`config.mk`:
```
export PLATFORM = sky130hd
export DESIGN_NAME = spi_slave
export DESIGN_NICKNAME = d
export VERILOG_FILES = /design/src/rtl/spi_pkg.sv /design/src/rtl/spi_sync_edge.sv /design/src/rtl/spi_slave.sv
export SDC_FILE = /design/constraint.sdc
export NUM_CORES = 1
export LEC_CHECK = 0
export CORE_ASPECT_RATIO = 0.6
export CORE_MARGIN = 10
export CORE_UTILIZATION = 55
export DETAILED_ROUTE_END_ITERATION = 10
export DONT_BUFFER_PORTS = 1
export PLACE_DENSITY = 0.71
export SETUP_SLACK_MARGIN = 0.4
export SYNTH_ARGS = -nofsm -noshare
export SYNTH_HDL_FRONTEND = slang
export SYNTH_SLANG_ARGS = --single-unit
```
`constraint.sdc`:
```
create_clock -name clk_i -period 1.9 [get_ports clk_i]
set_input_delay 0.38 -clock clk_i [delete_from_list [all_inputs] [get_ports clk_i]]
set_output_delay 0.38 -clock clk_i [all_outputs]
set_load 0.1 [all_outputs]
```
`src/rtl/spi_pkg.sv`:
```
// Shared SPI definitions: word width, idle tx pattern, synchroniser depth and FSM encoding.
// The master side reuses SPI_WIDTH from here.
package spi_pkg;

  localparam int SPI_WIDTH       = 8;
  localparam int SPI_SYNC_STAGES = 2;
  localparam logic [SPI_WIDTH-1:0] SPI_DEFAULT_TX = 8'hFF;

  typedef enum logic {
    ST_IDLE   = 1'b0,
    ST_ACTIVE = 1'b1
  } spi_state_e;

endpackage

```
`src/rtl/spi_sync_edge.sv`:
```
// N-stage synchroniser for one asynchronous pin, with rise/fall pulses taken from
// the synchronised level against a one-cycle-delayed copy.
module spi_sync_edge
  import spi_pkg::*;
#(
  parameter int   STAGES    = SPI_SYNC_STAGES,
  parameter logic RESET_VAL = 1'b0
) (
  input  logic clk_i,
  input  logic reset_i,
  input  logic d_i,
  output logic q_o,
  output logic rise_o,
  output logic fall_o
);

  logic [STAGES-1:0] sync_q;
  logic              dly_q;

  always_ff @(posedge clk_i) begin
    if (reset_i) begin
      sync_q <= {STAGES{RESET_VAL}};
      dly_q  <= RESET_VAL;
    end else begin
      sync_q <= {sync_q[STAGES-2:0], d_i};
      dly_q  <= sync_q[STAGES-1];
    end
  end

  assign q_o    = sync_q[STAGES-1];
  assign rise_o = sync_q[STAGES-1] & ~dly_q;
  assign fall_o = ~sync_q[STAGES-1] & dly_q;

endmodule

```
`src/rtl/spi_slave.sv`:
```
// SPI mode-0 peripheral endpoint, MSB first, oversampled by clk_i.
// State | meaning: ST_IDLE | CS high, MISO low, SCLK ignored; ST_ACTIVE | CS low, shifting words.
module spi_slave
  import spi_pkg::*;
#(
  parameter int                WIDTH       = SPI_WIDTH,
  parameter int                SYNC_STAGES = SPI_SYNC_STAGES,
  parameter logic [WIDTH-1:0]  DEFAULT_TX  = SPI_DEFAULT_TX
) (
  input  logic             clk_i,
  input  logic             reset_i,
  input  logic             sclk_i,
  input  logic             cs_i,
  input  logic             mosi_i,
  output logic             miso_o,
  input  logic [WIDTH-1:0] tx_data_i,
  input  logic             tx_valid_i,
  output logic             tx_ready_o,
  output logic [WIDTH-1:0] rx_data_o,
  output logic             rx_valid_o,
  output logic             busy_o,
  output logic             frame_err_o,
  output logic             tx_underrun_o
);

  localparam int CNT_W = $clog2(WIDTH);
  localparam logic [CNT_W-1:0] LAST_BIT = CNT_W'(WIDTH - 1);

  logic sclk_rise, sclk_fall, sclk_unused;
  logic cs_s, cs_rise, cs_fall;
  logic [SYNC_STAGES-1:0] mosi_sync_q;
  logic mosi_s;

  spi_state_e       state_q, state_d;
  logic [CNT_W-1:0] bit_cnt_q, bit_cnt_d;
  logic [WIDTH-2:0] rx_shift_q, rx_shift_d;
  logic [WIDTH-1:0] tx_shift_q, tx_shift_d;
  logic [WIDTH-1:0] buf_q, buf_d;
  logic             buf_full_q, buf_full_d;
  logic [WIDTH-1:0] rx_data_q, rx_data_d;
  logic             rx_valid_q, rx_valid_d;
  logic             frame_err_q, frame_err_d;
  logic             underrun_q, underrun_d;
  logic             load, accept;

  spi_sync_edge #(.STAGES(SYNC_STAGES), .RESET_VAL(1'b0)) u_sync_sclk (
    .clk_i   (clk_i),
    .reset_i (reset_i),
    .d_i     (sclk_i),
    .q_o     (sclk_unused),
    .rise_o  (sclk_rise),
    .fall_o  (sclk_fall)
  );

  // CS resets high so leaving reset never looks like a frame start.
  spi_sync_edge #(.STAGES(SYNC_STAGES), .RESET_VAL(1'b1)) u_sync_cs (
    .clk_i   (clk_i),
    .reset_i (reset_i),
    .d_i     (cs_i),
    .q_o     (cs_s),
    .rise_o  (cs_rise),
    .fall_o  (cs_fall)
  );

  assign mosi_s = mosi_sync_q[SYNC_STAGES-1];
  assign accept = tx_valid_i & ~buf_full_q;

  always_comb begin
    state_d     = state_q;
    bit_cnt_d   = bit_cnt_q;
    rx_shift_d  = rx_shift_q;
    tx_shift_d  = tx_shift_q;
    buf_d       = buf_q;
    buf_full_d  = buf_full_q;
    rx_data_d   = rx_data_q;
    rx_valid_d  = 1'b0;
    frame_err_d = 1'b0;
    underrun_d  = 1'b0;
    load        = 1'b0;

    case (state_q)
      ST_IDLE: begin
        if (cs_fall) begin
          state_d   = ST_ACTIVE;
          bit_cnt_d = '0;
          load      = 1'b1;
        end
      end
      ST_ACTIVE: begin
        if (cs_rise) begin
          state_d     = ST_IDLE;
          bit_cnt_d   = '0;
          frame_err_d = (bit_cnt_q != '0);
        end else if (sclk_rise) begin
          rx_shift_d = {rx_shift_q[WIDTH-3:0], mosi_s};
          if (bit_cnt_q == LAST_BIT) begin
            rx_data_d  = {rx_shift_q, mosi_s};
            rx_valid_d = 1'b1;
            bit_cnt_d  = '0;
          end else begin
            bit_cnt_d = bit_cnt_q + 1'b1;
          end
        end else if (sclk_fall) begin
          // A fall with bit_cnt at zero follows a completed word: start the next one.
          if (bit_cnt_q == '0) load = 1'b1;
          else                 tx_shift_d = {tx_shift_q[WIDTH-2:0], 1'b0};
        end
      end
      default: state_d = ST_IDLE;
    endcase

    if (load) begin
      if (buf_full_q) begin
        tx_shift_d = buf_q;
        buf_full_d = 1'b0;
      end else begin
        tx_shift_d = DEFAULT_TX;
        underrun_d = 1'b1;
      end
    end

    // accept needs an empty buffer, so it never collides with a consuming load.
    if (accept) begin
      buf_d      = tx_data_i;
      buf_full_d = 1'b1;
    end
  end

  always_ff @(posedge clk_i) begin
    if (reset_i) begin
      mosi_sync_q <= '0;
      state_q     <= ST_IDLE;
      bit_cnt_q   <= '0;
      rx_shift_q  <= '0;
      tx_shift_q  <= '0;
      buf_q       <= '0;
      buf_full_q  <= 1'b0;
      rx_data_q   <= '0;
      rx_valid_q  <= 1'b0;
      frame_err_q <= 1'b0;
      underrun_q  <= 1'b0;
    end else begin
      mosi_sync_q <= {mosi_sync_q[SYNC_STAGES-2:0], mosi_i};
      state_q     <= state_d;
      bit_cnt_q   <= bit_cnt_d;
      rx_shift_q  <= rx_shift_d;
      tx_shift_q  <= tx_shift_d;
      buf_q       <= buf_d;
      buf_full_q  <= buf_full_d;
      rx_data_q   <= rx_data_d;
      rx_valid_q  <= rx_valid_d;
      frame_err_q <= frame_err_d;
      underrun_q  <= underrun_d;
    end
  end

  assign miso_o        = (state_q == ST_ACTIVE) & tx_shift_q[WIDTH-1];
  assign tx_ready_o    = ~buf_full_q;
  assign rx_data_o     = rx_data_q;
  assign rx_valid_o    = rx_valid_q;
  assign busy_o        = ~cs_s;
  assign frame_err_o   = frame_err_q;
  assign tx_underrun_o = underrun_q;

endmodule

```
==> metrics.csv, run 1 <==
metric;value;unit
layout_commonest_cell;dfxtp_1;
finClkSkew;0.00491;ns
die-area;0.00628;sq mm
reg2reg_slack;0.31;ns
finalWorstSetupSlack;0.313;ns
hold_viol_final;0;
start_kind;register;
clk_pin_slew_worst_paths;0.09;ns
final_area;0.00231;sq mm
vias;1534;
layout_common_cells;dfxtp_1, nor2_1, nand2_1, buf_4, mux2i_1;
grt_max_degree;47;
crit_chain;nand3b_1, buf_6, a2111o_1, nand3_1, a311oi_2;
clkLatencyLatePin;0.30;ns
path_max_fanout;5;
wire_per_inst;16.9;um
syn2layout_area_growth;21.8;%
cts_hold_buf;0;
drv_slew;0;
r2r-start;u_sync_sclk.sync_q[1];
drc;0;
root_buffer;clkbuf_8;
nets;235;
io_pins;28;
outcome;finished clean;
hp-class;primary input to register;
viasPerCell;5.81;
endpoint_kind;register;
power_density;888;mW/mm^2
cpLargestDelayFamily;compound AO/OA/AOI/OAI gates;
cp_num_buf_inv;1;
period_share;83.5;%
synth_area_per_cell;9.59;sq um
postSynthCellCount;198;
r2r-end;tx_shift_q[2];
grt_usage;14.1;%
core_area;0.00328;sq mm
synth_warnings;0;
hpwl;2.84;mm
worst_hold_path.endpoint;mosi_sync_q[0];
max_cap_viol_count;0;
tns;0;ns
total_power;2.05;mW
grt_first_pass_wirelength;6.96;mm
grt_remaining_overflow;0;
setup_violations;0;
syn-num-nets;215;
cts_tree;yes;
worst_pin_slew;0.424;ns
antenna_found_initial;0;
h-tree-depth;2;
ys_seq_area_share;49.6;%
totalWireLength;4.46;mm
async_flop_share;0;%
diodes;0;
irDropWorstVdd;0.568;mV
ant_nets;0;
worst-r2r-cell-count;5;
rows;16;
crit_type;register to register;
fmax;0.630;GHz
p_leak;0.988;nW
initialDrtViolationCount;109;
synth-seq-cells;47;
yosysUniqueCellTypes;38;
ys.flop_type;dfxtp_1;
dieHeight;65.5;um
cts_made_buffers;5;
io_buffers;0;
layout-drive-gt1-share;26.9;%
hold-path-cell-count;1;
post_dp_cell_area;0.00201;sq mm
syn_area;0.00190;sq mm
crit_arrival;1.76;ns
slew_headroom;71.6;%
cpPeakStageDelay;0.49;ns
hold_path.startpoint;reset_i;
chipWidth;95.8;um
required;2.08;ns
whs;0.134;ns
clkSinkCount;47;
dp_slack;0.187;ns
synth_edf_count;0;
post-route-min-period;1.59;ns
place_congestion;0.876;
start_util;57.8;%
rsz0062_at_grt;true;
clk_path_buf_depth;2;
drt_pass1_iterations;4;
crit_slowest_cell;a2111o_1;
startpoint;u_sync_sclk.sync_q[1];
grt_pass1_vias;1394;
flip-flops by register name, indices dropped and copies added, names as in the netlist, 2 cells and up:
name,count
bit_cnt_q,3
buf_q,8
mosi_sync_q,2
rx_data_o,8
rx_shift_q,7
tx_shift_q,8
u_sync_cs.sync_q,2
u_sync_sclk.sync_q,2
cell usage after synthesis, types with 2 or more instances:
cell	n	share of area, %
nor2_1	23	4.5
or2_2	2	0.66
buf_1	2	0.40
a311oi_1	6	2.8
a2111o_1	3	1.8
a21oi_1	13	3.4
nand3_1	11	2.9
inv_1	7	1.4
nor2b_1	8	2.6
ha_1	3	2.0
o22ai_1	8	2.6
clkbuf_1	5	0.99
nand2_1	20	4.0
dfxtp_1	47	50
mux2i_1	15	7.9
nand4_1	2	0.66
buf_2	2	0.53
per-stage QoR:
stage | utilization [%] | instances
2_1_floorplan | - | 198
3_3_place_gp | 61.3 | 248
3_5_place_dp | 61.3 | 248
4_1_cts | 68.4 | 262
5_1_grt | 70.4 | 264
6_report | 70.4 | 264
cell type report:
class                           instances  area (sq um)
Clock buffer                            5          68.8
Clock inverter                          3          67.6
Fill cell                             235           971
Inverter                                8          32.5
Multi-Input combinational cell        132           918
Sequential cell                        47           953
Tap cell                               45          56.3
Timing Repair Buffer                   24           215
kinds of logic (layout without fill, tap and decap cells):
group	Yosys count	after routing	synth area share (%)
DFF	47	47	49.6
buffers and inverters	20	40	5.27
and+or+nand+nor	75	75	20.0
muxes	15	15	7.91
AOI/OAI and AO/OA	38	39	15.3
adders and majority gates	3	3	1.98
where the power goes:
group / internal [mW] / total, mW / switching, mW
Clock: 0.524 / 0.863 / 0.339
Sequential: 1.02 / 1.04 / 0.0253
Combinational: 0.0576 / 0.149 / 0.0916
how the worst max path moves through the flow:
| stage | to | cells after the start |
|---|---|---|
| after floorplan | tx_shift_q[6] | 6 |
| after global placement | tx_shift_q[6] | 6 |
| after detailed placement | tx_shift_q[6] | 6 |
| after CTS | tx_shift_q[7] | 5 |
| after global routing | tx_shift_q[4] | 5 |
| final | tx_shift_q[2] | 5 |
timing repair:
action | in CTS | in global routing
buffers inserted | 5 | 2
setup endpoints to repair | 24 | 23
pin swaps | 11 | 9
gates cloned | 1 | 0
resized for setup | 18 | 13
metal layers:
metal,routed length (um),up-vias,part of all wire (%),GRT usage [%]
met1,1990,722,45,17.9
met5,0,-,0,0
met4,58,0,1.3,4.58
li1,-,743,-,-
met3,467,9,10,6.24
met2,1950,60,44,20.8
No activity file was read; power rests on OpenSTA's default activity.
==> run 2: changes to the inputs <==
==> constraint.sdc (replaced) <==
create_clock -name clk_i -period 1.5 [get_ports clk_i]
set_input_delay 0.3 -clock clk_i [delete_from_list [all_inputs] [get_ports clk_i]]
set_output_delay 0.3 -clock clk_i [all_outputs]
set_load 0.1 [all_outputs]
==> run 2 against run 1 <==
Non-clock buffer count up 9. Final cell count is 3.8% higher. Global-route usage increased by 0.75 points. Count of clock-buffer cells in the layout up 2. Clock power grew 5.8%. Sequential share of layout area shrank 2.7 points. Critical endpoint is now rx_data_o[0]. Flip-flop and latch count unchanged. Final area is 12% higher. Clock skew up 0.0048 ns. Setup slack got worse by 0.37 ns. The run now ends with negative setup slack left. Via count is 3.3% higher.
==> metrics.csv, run 2 (synthesized netlist as in run 1, its figures left out) <==
metric;value;unit;change
fmax;0.641;GHz;was 0.630 GHz
hold_path.startpoint;reset_i;;unchanged
crit_type;register to register;;unchanged
diodes;0;;unchanged
antenna_found_initial;0;;unchanged
hold_viol_final;0;;unchanged
hp-class;primary input to register;;unchanged
grt_usage;14.8;%;was 14.1%
grt_first_pass_wirelength;7.35;mm;was 6.96 mm
clk_path_buf_depth;2;;unchanged
cpPeakStageDelay;0.35;ns;was 0.49 ns
cts_tree;yes;;unchanged
grt_max_degree;47;;unchanged
power_density;949;mW/mm^2;was 888 mW/mm^2
rows;16;;unchanged
violations;negative setup slack;;
crit_slowest_cell;dfxtp_2;;was a2111o_1
crit_chain;buf_4, ha_4, ha_4, nand4_1, buf_6, buf_12, mux2i_2, nor2_1;;was nand3b_1, buf_6, a2111o_1, nand3_1, a311oi_2
finClkSkew;0.00975;ns;was 0.00491 ns
dieHeight;65.5;um;unchanged
total_power;2.46;mW;was 2.05 mW
ant_nets;0;;unchanged
crit_path_frequent_cell;ha_4;;
fin_cells;274;;was 264
totalWireLength;5.33;mm;was 4.46 mm
cts_made_buffers;5;;unchanged
irDropWorstVdd;0.725;mV;was 0.568 mV
layout-drive-gt1-share;45.4;%;was 26.9%
die-area;0.00628;sq mm;unchanged
crit_arrival;1.77;ns;was 1.76 ns
drt_pass1_iterations;4;;unchanged
h-tree-depth;2;;unchanged
wire_per_inst;19.4;um;was 16.9 um
hold-path-cell-count;1;;unchanged
drc;0;;unchanged
outcome;complete, but fails checks;;was finished clean
layout_commonest_cell;dfxtp_1;;unchanged
setup_violations;9;;was 0
finalWorstSetupSlack;-0.0591;ns;was 0.313 ns
rsz0062_at_grt;true;;unchanged
multi_input_area;0.00104;sq mm;was 918 sq um
utilization;79.0;%;was 70.4%
io_buffers;0;;unchanged
clkSinkCount;47;;unchanged
layout_common_cells;dfxtp_1, nor2_1, buf_4, nand2_1, dfxtp_4;;was dfxtp_1, nor2_1, nand2_1, buf_4, mux2i_1
chipWidth;95.8;um;unchanged
r2r-start;bit_cnt_q[0];;was u_sync_sclk.sync_q[1]
final_area;0.00259;sq mm;was 0.00231 sq mm
post-route-min-period;1.56;ns;was 1.59 ns
clk_pin_slew_worst_paths;0.09;ns;about the same
start_kind;register;;unchanged
syn2layout_area_growth;36.7;%;was 21.8%
worst_pin_slew;0.509;ns;was 0.424 ns
fillers;222;;was 235
post_dp_cell_area;0.00208;sq mm;was 0.00201 sq mm
grt_pass1_vias;1486;;was 1394
drv_slew;0;;unchanged
viasPerCell;5.78;;was 5.81
vias;1584;;was 1534
required;1.71;ns;was 2.08 ns
startpoint;bit_cnt_q[0];;was u_sync_sclk.sync_q[1]
hpwl;2.94;mm;was 2.84 mm
slew_headroom;66.2;%;was 71.6%
clkLatencyLatePin;0.31;ns;was 0.30 ns
place_congestion;0.786;;was 0.876
grt_remaining_overflow;0;;unchanged
max_cap_viol_count;0;;unchanged
start_util;57.8;%;unchanged
path_max_fanout;5;;unchanged
p_leak;1.05;nW;was 0.988 nW
period_share;104;%;was 83.5%
nets;245;;was 235
endpoint_kind;register;;unchanged
regArea;0.00100;sq mm;was 953 sq um
root_buffer;clkbuf_8;;unchanged
core_area;0.00328;sq mm;unchanged
io_pins;28;;unchanged
cts_hold_buf;0;;unchanged
worst-r2r-cell-count;8;;was 5
initialDrtViolationCount;80;;was 109
numPlacedInstances;245;;was 248
## run 2: cell count changes in the layout (fill, tap and decap cells not counted), moves of 3 or more
cell	change
buf_6	+4
nand3_1	-3
buf_4	+3
dfxtp_1	-14
a21oi_2	+5
ha_4	+3
ha_1	-3
a21oi_1	-5
dfxtp_4	+12
## run 2: report_power, final
group	leakage, nW	switching, mW	internal, mW
clock network	0.0594	0.440	0.473
logic	0.597	0.140	0.105
registers	0.395	0.0382	1.27
## run 2: worst paths after layout
path                         end  slack (ns)
max                 rx_data_o[0]       -0.06
min reg2reg  u_sync_cs.sync_q[1]        0.43
min                 bit_cnt_q[2]        0.04
max reg2reg         rx_data_o[0]       -0.06
## run 2: routing by layer
layer  share of wire [%]  track usage [%]  wire length (um)
met5                   0                0                 0
met4                 1.3             7.14                71
met3                 6.4             5.33               339
met2                  47             22.4              2500
met1                  45             18.4              2420
## run 2: final cells by class
class	count	share of cell area, %
Sequential cell	47	38.6
Timing Repair Buffer	33	12.8
Clock buffer	7	4.15
Inverter	8	1.88
Multi-Input combinational cell	132	40.0
Tap cell	45	2.17
Clock inverter	1	0.193
Timing Repair inverter	1	0.241
## run 2: per-stage QoR
| stage | setup slack [ns] | TNS (ns) | hold slack (ns) |
|---|---|---|---|
| 3_3_place_gp | 0.0500 | 0 | 0.369 |
| 5_1_grt | -0.0939 | -0.896 | 0.0213 |
| 2_1_floorplan | 0.0938 | 0 | 0.389 |
| 6_report | -0.0591 | -0.165 | 0.0406 |
| 3_5_place_dp | -0.00469 | -0.00469 | 0.370 |
| 4_1_cts | 0.0351 | 0 | 0.0382 |
## run 2: what timing repair did
| item | in CTS | in global routing |
|---|---|---|
| endpoints found under the setup margin | 51 | 50 |
| gates resized for setup | 38 | 24 |
| pin swaps | 16 | 16 |
| cloned | 2 | 1 |
| buffers inserted | 9 | 9 |
| hold endpoints to repair | 0 | 0 |
## run 2: worst max-delay path, delay by kind of cell, from the launching register on
family	cells	cell delay, ns
DFF	1	0.35
buffers and inverters	3	0.40
adders and majority gates	2	0.32
and+or+nand+nor	2	0.17
muxes	1	0.21
